--- config.mk ---
export PLATFORM = sky130hd
export DESIGN_NAME = mmio_uart_tx
export DESIGN_NICKNAME = d
export VERILOG_FILES = /design/src/rtl/uart_tx_pkg.sv /design/src/rtl/mmio_uart_tx_sync_fifo.sv /design/src/rtl/mmio_uart_tx.sv
export SDC_FILE = /design/constraint.sdc
export NUM_CORES = 1
export LEC_CHECK = 0
export CORE_UTILIZATION = 48
export CTS_CLUSTER_DIAMETER = 50
export DETAILED_ROUTE_END_ITERATION = 10
export PLACE_DENSITY_LB_ADDON = 0.12
export SLEW_MARGIN = 10
export SYNTH_ARGS = -nofsm -noshare
export SYNTH_HDL_FRONTEND = slang
export SYNTH_SLANG_ARGS = --single-unit
--- constraint.sdc ---
create_clock -name clk -period 3.07 [get_ports clk]
set_input_delay 0.614 -clock clk [delete_from_list [all_inputs] [get_ports clk]]
set_output_delay 0.614 -clock clk [all_outputs]
set_load 0.02 [all_outputs]
--- src/rtl/uart_tx_pkg.sv ---
// Shared definitions for the memory-mapped UART transmitter.
// - Register word offsets (addr[3:2])
// - STATUS bit positions
// - Serializer FSM state encoding
package uart_tx_pkg;

  localparam logic [1:0] REG_TXDATA = 2'd0;
  localparam logic [1:0] REG_STATUS = 2'd1;
  localparam logic [1:0] REG_CLKDIV = 2'd2;
  localparam logic [1:0] REG_CTRL   = 2'd3;

  localparam int ST_FULL      = 0;
  localparam int ST_EMPTY     = 1;
  localparam int ST_BUSY      = 2;
  localparam int ST_OVERRUN   = 3;
  localparam int ST_COUNT_LSB = 8;

  localparam logic [1:0] IDLE  = 2'd0;
  localparam logic [1:0] START = 2'd1;
  localparam logic [1:0] DATA  = 2'd2;
  localparam logic [1:0] STOP  = 2'd3;

endpackage

--- src/rtl/mmio_uart_tx_sync_fifo.sv ---
// Synchronous FIFO with registered storage.
// Ports:
//   clk, rst_n     clock, asynchronous active-high reset
//   push, din      write request and data
//   pop, dout      read request; dout shows the head entry combinationally
//   full, empty    occupancy flags
//   count          number of stored entries (0..DEPTH)
// Pointers carry one extra wrap bit so full and empty are distinguishable.
// A push while full is accepted only when a pop happens on the same edge.
module sync_fifo #(
  parameter int WIDTH = 8,
  parameter int DEPTH = 8
) (
  input  logic                     clk,
  input  logic                     rst_n,
  input  logic                     push,
  input  logic                     pop,
  input  logic [WIDTH-1:0]         din,
  output logic [WIDTH-1:0]         dout,
  output logic                     full,
  output logic                     empty,
  output logic [$clog2(DEPTH):0]   count
);

  localparam int AW = $clog2(DEPTH);

  logic [WIDTH-1:0] mem [DEPTH];
  logic [AW:0]      wr_ptr;
  logic [AW:0]      rd_ptr;
  logic             do_push;
  logic             do_pop;

  assign empty   = (wr_ptr == rd_ptr);
  assign full    = (wr_ptr[AW] != rd_ptr[AW]) && (wr_ptr[AW-1:0] == rd_ptr[AW-1:0]);
  assign count   = wr_ptr - rd_ptr;
  assign do_pop  = pop && !empty;
  // When full, the popped slot is the one being written; the head value is
  // read before the edge, so overwriting it on the same edge is safe.
  assign do_push = push && (!full || do_pop);
  assign dout    = mem[rd_ptr[AW-1:0]];

  always_ff @(posedge clk) begin
    if (do_push) mem[wr_ptr[AW-1:0]] <= din;
  end

  always_ff @(posedge clk or posedge rst_n) begin
    if (rst_n) begin
      wr_ptr <= '0;
      rd_ptr <= '0;
    end else begin
      if (do_push) wr_ptr <= wr_ptr + 1'b1;
      if (do_pop)  rd_ptr <= rd_ptr + 1'b1;
    end
  end

endmodule

--- src/rtl/mmio_uart_tx.sv ---
// Memory-mapped 8N1 UART transmitter on the CPU data bus.
// Ports:
//   clk, rst_n       clock, asynchronous active-high reset
//   addr, wdata      bus byte address and write data
//   wenable          per-byte write strobes (0 = read / no write)
//   rdata            combinational read data, 0 when not selected
//   hit              address falls inside this block's 16-byte window
//   tx               serial output, idle high
//   irq              registered level interrupt: irq_en & empty & idle
// Registers (addr[3:2]): TXDATA(W) STATUS(R/W1C) CLKDIV(R/W) CTRL(R/W).
module mmio_uart_tx #(
  parameter logic [31:0] BASE_ADDR   = 32'h1000_0000,
  parameter int          FIFO_DEPTH  = 8,
  parameter logic [15:0] DEFAULT_DIV = 16'd15
) (
  input  logic        clk,
  input  logic        rst_n,
  input  logic [31:0] addr,
  input  logic [31:0] wdata,
  input  logic [3:0]  wenable,
  output logic [31:0] rdata,
  output logic        hit,
  output logic        tx,
  output logic        irq
);

  import uart_tx_pkg::*;

  localparam int CW = $clog2(FIFO_DEPTH) + 1;

  logic [1:0]    idx;
  logic          wr_txdata, wr_status, wr_clkdiv0, wr_clkdiv1, wr_ctrl;
  logic          overrun, irq_en;
  logic [15:0]   clkdiv;
  logic          fifo_pop, fifo_full, fifo_empty;
  logic [7:0]    fifo_dout;
  logic [CW-1:0] fifo_count;
  logic [1:0]    state, next_state;
  logic [15:0]   baud_cnt;
  logic [7:0]    shift;
  logic [2:0]    bit_idx;
  logic          bit_end;
  logic          busy;
  logic          unused_bits;

  assign unused_bits = ^{addr[1:0], wdata[31:16], wenable[3:2]};

  assign hit        = (addr[31:4] == BASE_ADDR[31:4]);
  assign idx        = addr[3:2];
  assign wr_txdata  = hit && (idx == REG_TXDATA) && wenable[0];
  assign wr_status  = hit && (idx == REG_STATUS) && wenable[0];
  assign wr_clkdiv0 = hit && (idx == REG_CLKDIV) && wenable[0];
  assign wr_clkdiv1 = hit && (idx == REG_CLKDIV) && wenable[1];
  assign wr_ctrl    = hit && (idx == REG_CTRL)   && wenable[0];

  // FIFO handshake: push is a one-edge request from the bus, pop a one-edge
  // request from the serializer; each takes effect on the posedge it is high.
  sync_fifo #(.WIDTH(8), .DEPTH(FIFO_DEPTH)) u_fifo (
    .clk   (clk),
    .rst_n (rst_n),
    .push  (wr_txdata),
    .pop   (fifo_pop),
    .din   (wdata[7:0]),
    .dout  (fifo_dout),
    .full  (fifo_full),
    .empty (fifo_empty),
    .count (fifo_count)
  );

  always_ff @(posedge clk or posedge rst_n) begin
    if (rst_n) begin
      overrun <= 1'b0;
      irq_en  <= 1'b0;
      clkdiv  <= DEFAULT_DIV;
      irq     <= 1'b0;
    end else begin
      if (wr_status && wdata[ST_OVERRUN]) overrun <= 1'b0;
      // A same-edge pop frees a slot, so only an unaided push to a full FIFO drops.
      if (wr_txdata && fifo_full && !fifo_pop) overrun <= 1'b1;
      if (wr_clkdiv0) clkdiv[7:0]  <= wdata[7:0];
      if (wr_clkdiv1) clkdiv[15:8] <= wdata[15:8];
      if (wr_ctrl)    irq_en       <= wdata[0];
      irq <= irq_en && fifo_empty && !busy;
    end
  end

  assign bit_end = (baud_cnt == 16'd0);

  // FSM: state register
  always_ff @(posedge clk or posedge rst_n) begin
    if (rst_n) state <= IDLE;
    else       state <= next_state;
  end

  // FSM: next-state logic
  always_comb begin
    next_state = state;
    case (state)
      IDLE:  if (!fifo_empty) next_state = START;
      START: if (bit_end) next_state = DATA;
      DATA:  if (bit_end && (bit_idx == 3'd7)) next_state = STOP;
      STOP:  if (bit_end) next_state = fifo_empty ? IDLE : START;
      default: next_state = IDLE;
    endcase
  end

  // FSM: outputs
  always_comb begin
    tx       = 1'b1;
    fifo_pop = 1'b0;
    busy     = (state != IDLE);
    case (state)
      IDLE:  fifo_pop = !fifo_empty;
      START: tx = 1'b0;
      DATA:  tx = shift[0];
      STOP:  fifo_pop = bit_end && !fifo_empty;
      default: tx = 1'b1;
    endcase
  end

  // Bit timing and shifter. The reload reads clkdiv live, so a divider
  // change lands at the next bit boundary.
  always_ff @(posedge clk or posedge rst_n) begin
    if (rst_n) begin
      baud_cnt <= '0;
      shift    <= '0;
      bit_idx  <= '0;
    end else if (fifo_pop) begin
      baud_cnt <= clkdiv;
      shift    <= fifo_dout;
      bit_idx  <= '0;
    end else if (state != IDLE) begin
      if (bit_end) begin
        baud_cnt <= clkdiv;
        if (state == DATA) begin
          shift   <= shift >> 1;
          bit_idx <= bit_idx + 3'd1;
        end
      end else begin
        baud_cnt <= baud_cnt - 16'd1;
      end
    end
  end

  always_comb begin
    rdata = '0;
    if (hit) begin
      case (idx)
        REG_STATUS: begin
          rdata[ST_FULL]             = fifo_full;
          rdata[ST_EMPTY]            = fifo_empty;
          rdata[ST_BUSY]             = busy;
          rdata[ST_OVERRUN]          = overrun;
          rdata[ST_COUNT_LSB +: CW]  = fifo_count;
        end
        REG_CLKDIV: rdata[15:0] = clkdiv;
        REG_CTRL:   rdata[0]    = irq_en;
        default:    rdata       = '0;
      endcase
    end
  end

endmodule

After elaboration in Yosys (flattened, before gate mapping)
Memories as Yosys holds them, arrays and structs flattened.
Index checks and enable logic that the tools add are counted.
Widths: inputs -> output; s select.

storage, ports and cells
  bits in registers = 56
  RAM bits = 64
  input bits = 70
  output and inout port bits = 35
  logic and storage cells = 95
  memories = 1

memories
  memory      words  bits a word  read ports  clocked after memory_dff  write ports  line                          text
  u_fifo.mem  8      8            1           0                         1            mmio_uart_tx_sync_fifo.sv:27  logic [WIDTH-1:0] mem [DEPTH];

operators by class
  $add $sub $neg = 5
  equality and inequality tests = 15
  multiplexer cells = 29
  reductions and logical operators = 34

operators with widths
  cell                   count
  $mux 16                4
  $mux 8                 4
  $eq 28x25->1 const B   1
  $logic_and 1x1->1      19
  $logic_not 16->1       1
  $sub 16x1->16 const B  1
  $mux 3                 4
  $reduce_bool 2->1      5
  $add 4x1->4 const B    2
  $eq 2x2->1 const B     4
  $mux 2                 4
  $mux 4                 2
  $ne 2x2->1 const B     4
  $pmux 2 s4             1
  $pmux 4 s2             1
  $pmux 3 s2             1
  $mux 1                 5
  $eq 2x1->1 const B     2
  $eq 4x4->1             1
  $logic_not 1->1        4
  $logic_not 2->1        2
  $pmux 1 s2             2
  $reduce_and 4->1       1
  $sub 4x4->4            1
  7 further kinds        7

Logic depth before layout (Yosys ltp)
  word-level depth = 9
  mapped depth = 11
  depth with buffers taken out = 7

By module
From an unflattened synthesis, not the netlist that was laid out.

second synthesis, totals
  cells, all modules = 496
  area, all modules = 6038.3 µm²

by module, submodules not included
  module        times used  cells each  area an instance (µm²)  seq. area each (µm²)
  mmio_uart_tx  1           326         3052.9                  1206.2
  sync_fifo     1           170         2985.4                  2122.0

Worst setup path after synthesis
Ideal clock, no wire load.

  kind = register to register
  start = register u_fifo.rd_ptr[1]
  end = memory u_fifo.mem[0][0], enable pin
  library setup time = 0.395 ns
  arrival = 2.775 ns
  slack = -0.100 ns
  cell stages (with the launch flop) = 10
  path buffers = 2
  period minus slack after synthesis = 3.170 ns
  cell sequence = dfrtp_1 > clkbuf_1 > clkbuf_1 > inv_1 > ha_1 > nand3_1 > nor2_1 > o311ai_4 > nand4_4 > nor4_1

between the ends
  cells in the longest elaborated chain, start to end = 9
  elaborated cells on any way between the ends = 12
  those cells by class = eq/ne: 2; mux: 3; reduce/logical: 7

RTL lines
  item                            line                                                                    text
  start: declaration              mmio_uart_tx_sync_fifo.sv:29                                            logic [AW:0] rd_ptr;
  start signal: assignment        mmio_uart_tx_sync_fifo.sv:52                                            if (do_pop) rd_ptr <= rd_ptr + 1'b1;
  $eq 4x4->1                      mmio_uart_tx_sync_fifo.sv:33                                            assign empty = (wr_ptr == rd_ptr);
  $logic_not 1->1                 mmio_uart_tx_sync_fifo.sv:36, mmio_uart_tx.sv:113, mmio_uart_tx.sv:116
  $logic_and 1x1->1               mmio_uart_tx.sv:116                                                     STOP: fifo_pop = bit_end && !fifo_empty;
  $pmux 1 s2                      mmio_uart_tx.sv:112                                                     case (state)
  $logic_and 1x1->1               mmio_uart_tx_sync_fifo.sv:36                                            assign do_pop = pop && !empty;
  $logic_or 1x1->1 *              mmio_uart_tx_sync_fifo.sv:39                                            assign do_push = push && (!full || do_pop);
  $logic_and 1x1->1 *             mmio_uart_tx_sync_fifo.sv:39
  $mux 1 *                        mmio_uart_tx_sync_fifo.sv:43                                            if (do_push) mem[wr_ptr[AW-1:0]] <= din;
  $mux 1 (implied by the code) *  mmio_uart_tx_sync_fifo.sv:43
  end: declaration                mmio_uart_tx_sync_fifo.sv:27

Every way passes the cells marked *; elsewhere a longest branch is shown, timed or not.

Worst setup path after layout
  start = input port addr[2]
  end = output port rdata[0]

between the ends
  cells in the longest elaborated chain, start to end = 3
  elaborated cells on any way between the ends = 5
  those cells by class = eq/ne: 3; mux: 2

RTL lines
  item                                      line                 text
  start: declaration                        mmio_uart_tx.sv:18   input logic [31:0] addr,
  $eq 2x2->1 or $eq 2x1->1 (tied branches)  mmio_uart_tx.sv:148  case (idx)
  $pmux 1 s3 *                              mmio_uart_tx.sv:148
  $mux 16 *                                 mmio_uart_tx.sv:147  if (hit) begin
  end: declaration                          mmio_uart_tx.sv:21   output logic [31:0] rdata,

Marked as above.

==> impl_metrics.yaml <==
clock_network:
  clock_tree.buffer_depth: 2
  cts_setup_buffers: 0
  clkTransAtPathRegs_ns: 0.06
  cts_hold_buf: 0
  clk_latency_ns: 0.42
  htree_levels: 4
  cts_root_buf: "clkbuf_16"
  numCtsBuffers: 17
  cts_sinks: 120
  cts_tree: "done"
min_path:
  worst_hold_path_type: "primary input to asynchronous set/reset pin"
power:
  powerDensity_nw_per_um2: 654
  p_clk_share_pct: 41.5
  seqPwrFrac_pct: 36.3
  p_comb_share_pct: 22.2
  ir_worst_vdd_mv: 0.436
  intPower_mw: 3.52
  switching_share_pct: 29.2
  power_switching_mw: 1.45
  finalPower_mw: 4.97
  total_leakage_power_nw: 3.12
floorplanning:
  dieHeight_um: 114
  fp-row-count: 40
  initial_utilization_pct: 49.8
  core_um2: 12100
  fp.dieW_um: 114
  ios: 105
  die_area_um2: 13000
placed_design:
  placed_cells: 699
  dpl.hpwl_mm: 9.29
  io_buffers: 68
  finalWeightedCongestion: 0.795
logic_synthesis:
  ys_ff_latch: 120
  post_synth.cell_area_avg_um2: 13.2
  syn_area_um2: 6040
  yosys_warnings: 0
  synth_top_area_cell: "edfxtp_1"
  synth_most_common_cell: "edfxtp_1"
  synth_flop_cell: "edfxtp_1"
  ys_types: 56
  synth_top_area_share_pct: 31.8
  ys_seq_area_share_pct: 55.1
  synthArstFlopShare_pct: 46.7
  synth-edff-count: 64
  netlist_instances: 456
  yosys-top-cells-count: "edfxtp_1 (64), dfrtp_1 (52), mux2i_1 (40), inv_1 (27), nor2_1 (20)"
  synth.area.top_cells: "edfxtp_1 (32%), dfrtp_1 (22%), mux2i_1 (6.6%), mux4_2 (6.0%), ha_1 (3.9%)"
sta:
  hold_violations: 0
  finClkSkew_ns: 0.00522
  period_needed_ns: 2.96
  drv_slew: 0
  worst_pin_slew_ns: 0.724
  fin_crit_sh_pct: 96.3
  fin_tns_setup_ns: 0
  fmax_mhz: 338
  holdWs_ns: 0.504
  relSlewSlack_pct: 51.3
  final-setup-viol-count: 0
routing:
  wl_per_cell_um: 18.0
  drtIter0Drc: 344
  post-route-drc-count: 0
  ant_nets: 0
  wl_mm: 13.2
  drt-pass1-iter-count: 4
  num_vias: 4051
  viasPerCell: 5.54
grt:
  grt_max_degree: 21
  gr-total-overflow: 0
  grt_pass1_wl_mm: 21.4
  grt_pass1_vias: 4120
  antenna_found_initial: 0
  grtUsageTotal_pct: 22.4
critical_path:
  crit_chain: "clkdlybuf4s50_1 > inv_1 > ha_1 > a222oi_1 > nor4_1 > dlygate4sd2_1"
  r2r_start: "baud_cnt[2]"
  crit_path_start: "addr[2]"
  crit_slowest_cell: "clkdlybuf4s50_1"
  slowest_delay_ns: 0.53
  critPathArrivalTime_ns: 2.34
  critPathLaunchType: "primary input"
  endpoint_kind: "output port"
  required_ns: 2.46
  path_max_fanout: 3
  path_class: "primary input to output port"
finish:
  finalNonFillerCells: 731
  layout-drive-gt1-share_pct: 21.1
  areaGrowthSynthToFinish_pct: 25.8
  n_antenna_cell: 0
  finish.net_count: 640
flow_run:
  max-cap-violations: 0
outcome:
  status: "finished, final reports clean"
==> timing repair <==
action | CTS | global route
hold endpoints to repair | 0 | 0
gates resized for setup | 18 | 13
endpoints found under the setup margin | 17 | 16
==> placed cells by master, fill, tap and decap left out, drive strengths merged, types with 12 or more instances in the layout <==
| master | instances |
|---|---|
| dlygate4sd2 | 12 |
| nor2 | 20 |
| o21ai | 18 |
| mux2i | 40 |
| clkdlybuf4s50 | 51 |
| mux4 | 16 |
| mux2 | 20 |
| buf | 30 |
| clkbuf | 21 |
| conb | 16 |
| nor3 | 15 |
| ha | 19 |
| nor4 | 18 |
| inv | 33 |
| edfxtp | 64 |
| dfrtp | 52 |
| and3 | 16 |
==> state kept, by name (all words and copies together), names as in the netlist <==
name	cells
u_fifo.mem	64
baud_cnt	16
clkdiv	16
shift	8
u_fifo.rd_ptr	4
u_fifo.wr_ptr	4
bit_idx	3
state	2
irq	1
irq_en	1
overrun	1
==> power groups by stage <==
| stage | clock [mW] | sequential (mW) | combinational (mW) |
|---|---|---|---|
| 6_report | 2.06 | 1.80 | 1.10 |
| 5_1_grt | 2.16 | 1.81 | 1.22 |
| 4_1_cts | 2.09 | 1.80 | 1.10 |
| 3_5_place_dp | 0 | 1.83 | 1.10 |
| 3_3_place_gp | 0 | 1.83 | 1.06 |
| 2_1_floorplan | 0 | 1.82 | 0.784 |
==> metal layers <==
| layer | global-route usage, % | up-vias | wire (um) |
|---|---|---|---|
| met4 | 9.70 | 0 | 263 |
| li1 | - | 1880 | - |
| met3 | 5.45 | 20 | 773 |
| met5 | 0 | - | 0 |
| met2 | 33.2 | 145 | 6030 |
| met1 | 31.6 | 2006 | 6130 |
==> critical path, delay by kind of cell <==
family / cells / cell delay (ns)
buffers and inverters: 3 / 0.97
AO/OA/AOI/OAI: 1 / 0.42
adder cells (fa/ha/maj): 1 / 0.25
AND/OR/NAND/NOR: 1 / 0.08
==> worst paths after layout <==
path                                          to  slack [ns]  cells past startpoint
worst max-delay path                    rdata[0]        0.11                      6
worst min-delay path                  bit_idx[0]        0.50                      2
worst max register to register  u_fifo.mem[2][2]        0.36                      6
worst min register to register      baud_cnt[15]        0.52                      1
max in group asynchronous              clkdiv[3]        1.88                      3
min in group clk                    baud_cnt[15]        0.52                      1
==> per-stage QoR <==
stage	worst slack (ns)	cell area, um2	util [%]
after floorplan	-0.100	6090	-
after global placement	-0.313	6990	57.7
after detailed placement	-0.340	6990	57.7
after CTS	0.0147	7590	62.7
after global routing	-0.0101	7590	62.7
final	0.114	7590	62.7
==> final cells by class <==
cell class                 count  area (um2)
timing repair buffer          98         883
sequential                   120        3330
multi-input combinational    285        2450
inverter                      28         105
fill                         973        4520
clock inverter                15         191
tap                          168         210
clock buffer                  17         425
==> cells by family (layout without fill, tap and decap cells) <==
| kind of cell | after synthesis | in the layout | synth area share, % |
|---|---|---|---|
| flip-flops | 120 | 120 | 55.1 |
| AND/OR/NAND/NOR | 105 | 105 | 10.4 |
| multiplexers | 76 | 76 | 16.4 |
| buffers and inverters | 66 | 158 | 5.53 |
| AO/OA/AOI/OAI | 58 | 58 | 6.80 |
| adder cells (fa/ha/maj) | 20 | 20 | 4.27 |
| XOR/XNOR | 10 | 10 | 1.45 |
| other | 1 | 16 | 0.0621 |
Power figures use the tool's default switching activity.
